===== config.mk =====
export PLATFORM = sky130hd
export DESIGN_NAME = square_wave_period_meter
export DESIGN_NICKNAME = d
export VERILOG_FILES = /design/src/rtl/discrete_meter_pkg.sv /design/src/rtl/square_wave_period_meter.sv
export SDC_FILE = /design/constraint.sdc
export NUM_CORES = 1
export LEC_CHECK = 0
export ABC_AREA = 1
export CORE_UTILIZATION = 50
export CTS_BUF_LIST = sky130_fd_sc_hd__clkbuf_4 sky130_fd_sc_hd__clkbuf_8 sky130_fd_sc_hd__clkbuf_16
export DETAILED_ROUTE_END_ITERATION = 16
export PLACE_DENSITY = 0.81
export RECOVER_POWER = 100
export SETUP_SLACK_MARGIN = 0.3
export SLEW_MARGIN = 20
export SYNTH_ARGS = -nofsm -noshare
export SYNTH_HDL_FRONTEND = slang
export SYNTH_SLANG_ARGS = --single-unit

===== constraint.sdc =====
create_clock -name clk -period 2.5 [get_ports clk]
set_input_delay 0.625 -clock clk [delete_from_list [all_inputs] [get_ports clk]]
set_output_delay 0.625 -clock clk [all_outputs]
set_load 0.1 [all_outputs]

===== src/rtl/discrete_meter_pkg.sv =====
// Shared types and helpers for the discrete-oscillator measurement blocks.
// Holds the meter state encoding and a width-generic saturating increment.
package discrete_meter_pkg;

    typedef enum logic [1:0] {
        IDLE = 2'd0,
        SYNC = 2'd1,
        HIGH = 2'd2,
        LOW  = 2'd3
    } meter_state_e;

    // Increment val, clamping at the all-ones value of a width-bit counter.
    function automatic logic [31:0] sat_inc(input logic [31:0] val, input int unsigned width);
        logic [31:0] max_v;
        if (width >= 32'd32) begin
            max_v = 32'hFFFF_FFFF;
        end else begin
            max_v = (32'd1 << width) - 32'd1;
        end
        if (val >= max_v) begin
            return max_v;
        end else begin
            return val + 32'd1;
        end
    endfunction

endpackage


===== src/rtl/square_wave_period_meter.sv =====
// Measures high time, low time and rising-to-rising period of a 1-bit square
// wave in audio samples, and flags a source that has stopped toggling.
module square_wave_period_meter
    import discrete_meter_pkg::*;
#(
    parameter int COUNT_WIDTH = 16,
    parameter int TIMEOUT     = 48000
) (
    input  logic                   clk,
    input  logic                   reset_n,
    input  logic                   audio_clk_en,
    input  logic                   in,
    output logic [COUNT_WIDTH-1:0] high_count,
    output logic [COUNT_WIDTH-1:0] low_count,
    output logic [COUNT_WIDTH:0]   period,
    output logic                   valid,
    output logic                   stalled,
    output logic                   level
);

    localparam logic [COUNT_WIDTH-1:0] RUN_ONE    = {{(COUNT_WIDTH-1){1'b0}}, 1'b1};
    localparam logic [COUNT_WIDTH:0]   TIMEOUT_V  = (COUNT_WIDTH+1)'(TIMEOUT);
    localparam logic                   TIMEOUT_EN = (TIMEOUT > 0);

    meter_state_e            state_q, state_d;
    logic                    level_q, level_d;
    logic [COUNT_WIDTH-1:0]  run_q, run_d;
    logic [COUNT_WIDTH-1:0]  pend_high_q, pend_high_d;
    logic                    have_high_q, have_high_d;
    logic [COUNT_WIDTH-1:0]  high_q, high_d;
    logic [COUNT_WIDTH-1:0]  low_q, low_d;
    logic [COUNT_WIDTH:0]    period_q, period_d;
    logic                    valid_q, valid_d;
    logic                    stalled_q, stalled_d;

    logic                    edge_s;
    logic [COUNT_WIDTH:0]    run_plus_s;
    logic                    timeout_hit_s;
    logic [COUNT_WIDTH-1:0]  run_inc_s;

    assign edge_s        = (in != level_q);
    assign run_plus_s    = {1'b0, run_q} + {{COUNT_WIDTH{1'b0}}, 1'b1};
    assign timeout_hit_s = TIMEOUT_EN && (run_plus_s == TIMEOUT_V);
    assign run_inc_s     = COUNT_WIDTH'(sat_inc(32'(run_q), COUNT_WIDTH));

    // Next-state and measurement update, evaluated only on sample strobes.
    always_comb begin
        state_d     = state_q;
        level_d     = level_q;
        run_d       = run_q;
        pend_high_d = pend_high_q;
        have_high_d = have_high_q;
        high_d      = high_q;
        low_d       = low_q;
        period_d    = period_q;
        valid_d     = 1'b0;
        stalled_d   = stalled_q;

        if (audio_clk_en) begin
            level_d = in;
            if (state_q == IDLE) begin
                run_d   = RUN_ONE;
                state_d = SYNC;
            end else if (edge_s) begin
                // The run just ended is run_q; the current sample starts a new one.
                run_d = RUN_ONE;
                case (state_q)
                    SYNC: begin
                        if (in) begin
                            state_d = HIGH;
                        end else begin
                            state_d     = LOW;
                            have_high_d = 1'b0;
                        end
                    end
                    HIGH: begin
                        if (!in) begin
                            pend_high_d = run_q;
                            have_high_d = 1'b1;
                            state_d     = LOW;
                        end else begin
                            state_d = HIGH;
                        end
                    end
                    LOW: begin
                        if (in) begin
                            if (have_high_q) begin
                                high_d    = pend_high_q;
                                low_d     = run_q;
                                period_d  = {1'b0, pend_high_q} + {1'b0, run_q};
                                valid_d   = 1'b1;
                                stalled_d = 1'b0;
                            end else begin
                                valid_d = 1'b0;
                            end
                            state_d = HIGH;
                        end else begin
                            state_d = LOW;
                        end
                    end
                    default: begin
                        state_d = SYNC;
                    end
                endcase
            end else begin
                run_d = run_inc_s;
                if (timeout_hit_s) begin
                    stalled_d   = 1'b1;
                    have_high_d = 1'b0;
                    state_d     = SYNC;
                end else begin
                    stalled_d = stalled_q;
                end
            end
        end else begin
            valid_d = 1'b0;
        end
    end

    // State and output registers with asynchronous clear.
    always_ff @(posedge clk or negedge reset_n) begin
        if (!reset_n) begin
            state_q     <= IDLE;
            level_q     <= 1'b0;
            run_q       <= '0;
            pend_high_q <= '0;
            have_high_q <= 1'b0;
            high_q      <= '0;
            low_q       <= '0;
            period_q    <= '0;
            valid_q     <= 1'b0;
            stalled_q   <= 1'b0;
        end else begin
            state_q     <= state_d;
            level_q     <= level_d;
            run_q       <= run_d;
            pend_high_q <= pend_high_d;
            have_high_q <= have_high_d;
            high_q      <= high_d;
            low_q       <= low_d;
            period_q    <= period_d;
            valid_q     <= valid_d;
            stalled_q   <= stalled_d;
        end
    end

    assign high_count = high_q;
    assign low_count  = low_q;
    assign period     = period_q;
    assign valid      = valid_q;
    assign stalled    = stalled_q;
    assign level      = level_q;

endmodule


==> metrics.md <==
| Metric | Value |
|---|---|
| Ys async rst share | 100% |
| Final #Nets | 649 |
| Final Cycle Share | 89.5% |
| YS warnings | 0 |
| DRC viols | 0 |
| Top Ports | 56 |
| Non-filler instance count after layout | 738 |
| Pwr/cell area | 926 nW/um^2 |
| Count leader, synth | nand2_1 |
| Data arrival time of the worst path | 2510 ps |
| Post-route setup TNS | 0 ps |
| Setup Fix Bufs, Post-CTS | 0 |
| Status | finished clean |
| Final HPWL DP | 7.62 mm |
| Least-Margin Pin Slew | 1170 ps |
| Synth-to-layout area growth | 14.4% |
| Seq cells post-synth | 87 |
| Filler cells | 810 |
| Synth area leaders | dfrtp_1 48%, nand2_1 16%, o21ai_0 7.5% |
| Critical Path End Type | flip-flop |
| Count of final hold-check violations | 0 |
| Fmax | 447 MHz |
| RSZ-0062 raised after global routing | yes |
| CP Launch Type | input port |
| Row cnt | 34 |
| Power, Total | 4770 uW |
| ANT nets after route | 0 |
| Area leader, netlist | dfrtp_1 |
| Worst slew margin | 21.8% |
| Prevailing post-synth register cell | dfrtp_1 |
| Max VDD drop | 0.407 mV |
| Maxcap violations | 0 |
| CTS buffer count | 9 |
| Worst hold margin | 476 ps |
| Mapped Cells | 564 |
| Avg Vias per Cell | 5.38 |
| R2R setup slack | 390 ps |
| Core Region | 8720 um^2 |
| Clk root buf | clkbuf_8 |
| Post-synthesis sequential area ratio | 48.4% |
| Placed insts | 722 |
| Inserted Diodes | 0 |
| Drt total wl | 10.6 mm |
| TritonCTS Sinks | 87 |
| Share of cells above drive strength 1 | 15.9% |
| Min-Delay Path Class | in -> async |
| Port bufs | 55 |
| Leakage power | 0.00269 uW |
| Post-synth EDFFs | 0 |
| Synth top area share | 48.4% |
| CTS tree | done |
| Clock Pin Slew Worst Setup and Hold Paths | 90 ps |
| Critical path class | in -> reg |
| Post-synth top cells | 191 x nand2_1, 87 x dfrtp_1, 67 x o21ai_0 |
| CTS hold repair buffers | 0 |
| Vias | 3972 |
| Number of H-tree levels | 3 |
| Total global routing track utilization | 23.1% |
| Largest net degree at the start of global routing | 48 |
| Wire per inst | 14.4 um |
| Initial DRC count | 232 |
| Die Ht | 96.9 um |
| Global-route wire length before repair | 17.4 mm |
| Placer Congestion | 0.868 |
| Final worst path period need | 2240 ps |
| Clock buffer depth | 2 |
| Die X | 96.9 um |
| Final setup fails | 0 |
| Post-Route Utilization | 59.1% |
| Total grt overflow | 0 |
| First-pass DRT Iterations | 5 |
| Slew Viols, Final | 0 |
| Max FO, Critical Path | 33 |
| Initial Util | 51.6% |
| Clock latency on the worst-skew pair | 370 ps |
| Die ar. | 9380 um^2 |
| Mapped Area | 4500 um^2 |
| Register area | 2180 um^2 |
| Initial antenna violation count | 0 |
| Syn avg cell area | 7.98 um^2 |
| Unique masters post-synth | 33 |
| Vias in the first global route | 3793 |
| Clock skew | 11.4 ps |
| Syn nets | 588 |
| Req. time, crit path | 2770 ps |
| Area occupied by multi-input gates | 2090 um^2 |
cells by family (layout without fill, tap and decap cells):
| group | Yosys count | in the layout | share of synthesized area [%] |
|---|---|---|---|
| XOR/XNOR | 9 | 9 | 1.75 |
| buffers and inverters | 66 | 132 | 5.73 |
| adder cells (fa/ha/maj) | 20 | 20 | 5.73 |
| flip-flops | 87 | 87 | 48.4 |
| AND/OR/NAND/NOR | 276 | 276 | 25.8 |
| AO/OA/AOI/OAI | 106 | 106 | 12.6 |
report_power, final:
group,internal (uW),switching (uW)
clock network,428,506
registers,1650,176
logic,362,1640
total,2440,2330
flip-flops by register name, summed over array words and instances, names as in the netlist:
signal and flops:
pend_high_q 16, level 1, stalled 1, low_count 16, valid 1, run_q 16
have_high_q 1, high_count 16, period 17, state_q 2
placed cells by master, fill, tap and decap left out, types with 6 or more instances in the layout:
master,netlist,routed
a21oi_1,20,18
buf_4,1,6
clkbuf_2,0,54
clkbuf_8,0,11
dfrtp_1,87,86
ha_1,19,19
inv_1,48,48
nand2_1,191,191
nand3_1,27,27
nor2_1,29,30
o21ai_0,67,66
per-layer routing:
| metal | GRT usage, % | up-vias | routed length (um) |
|---|---|---|---|
| met3 | 3.40 | 26 | 523 |
| met4 | 10.1 | 0 | 233 |
| met5 | 0 | - | 0 |
| met2 | 38.4 | 128 | 5140 |
| met1 | 30.1 | 1861 | 4710 |
| li1 | - | 1957 | - |
final timing paths:
| path | from | end | cells after the start |
|---|---|---|---|
| max in group asynchronous | reset_n | low_count[14] | 2 |
| worst min-delay path | reset_n | high_count[1] | 1 |
| worst max register to register | pend_high_q[0] | period[12] | 11 |
| worst max-delay path | in | period[11] | 8 |
| worst min register to register | high_count[13] | high_count[13] | 2 |
| min in group clk | high_count[13] | high_count[13] | 2 |
what timing repair did:
item / CTS / global route
hold endpoints to repair: 0 / 0
endpoints found under the setup margin: 0 / 7
gates resized for setup: 0 / 7
layout make-up:
cell class	instances	share of cell area (%)
clock buffers	12	3.09
clock inverters	4	0.559
inverters	49	3.57
multi-input cells	411	40.6
flip-flops and latches	87	42.3
well taps	108	2.62
repair buffers	67	7.22
worst max-delay path, stage by stage:
cell and delay (ps):
clkdlybuf4s50_1 470, ha_1 340, nor2_1 150, nand2_1 80, nor2_2 140, inv_1 100, buf_2 290, o31ai_1 300
through the flow:
step / setup slack [ps] / area (um^2)
5_1_grt: 163 / 5150
3_3_place_gp: 143 / 5110
2_1_floorplan: 388 / 4500
6_report: 262 / 5150
3_5_place_dp: 59.3 / 5110
4_1_cts: 329 / 5300
Note: power is estimated with default switching activity, not from simulation.
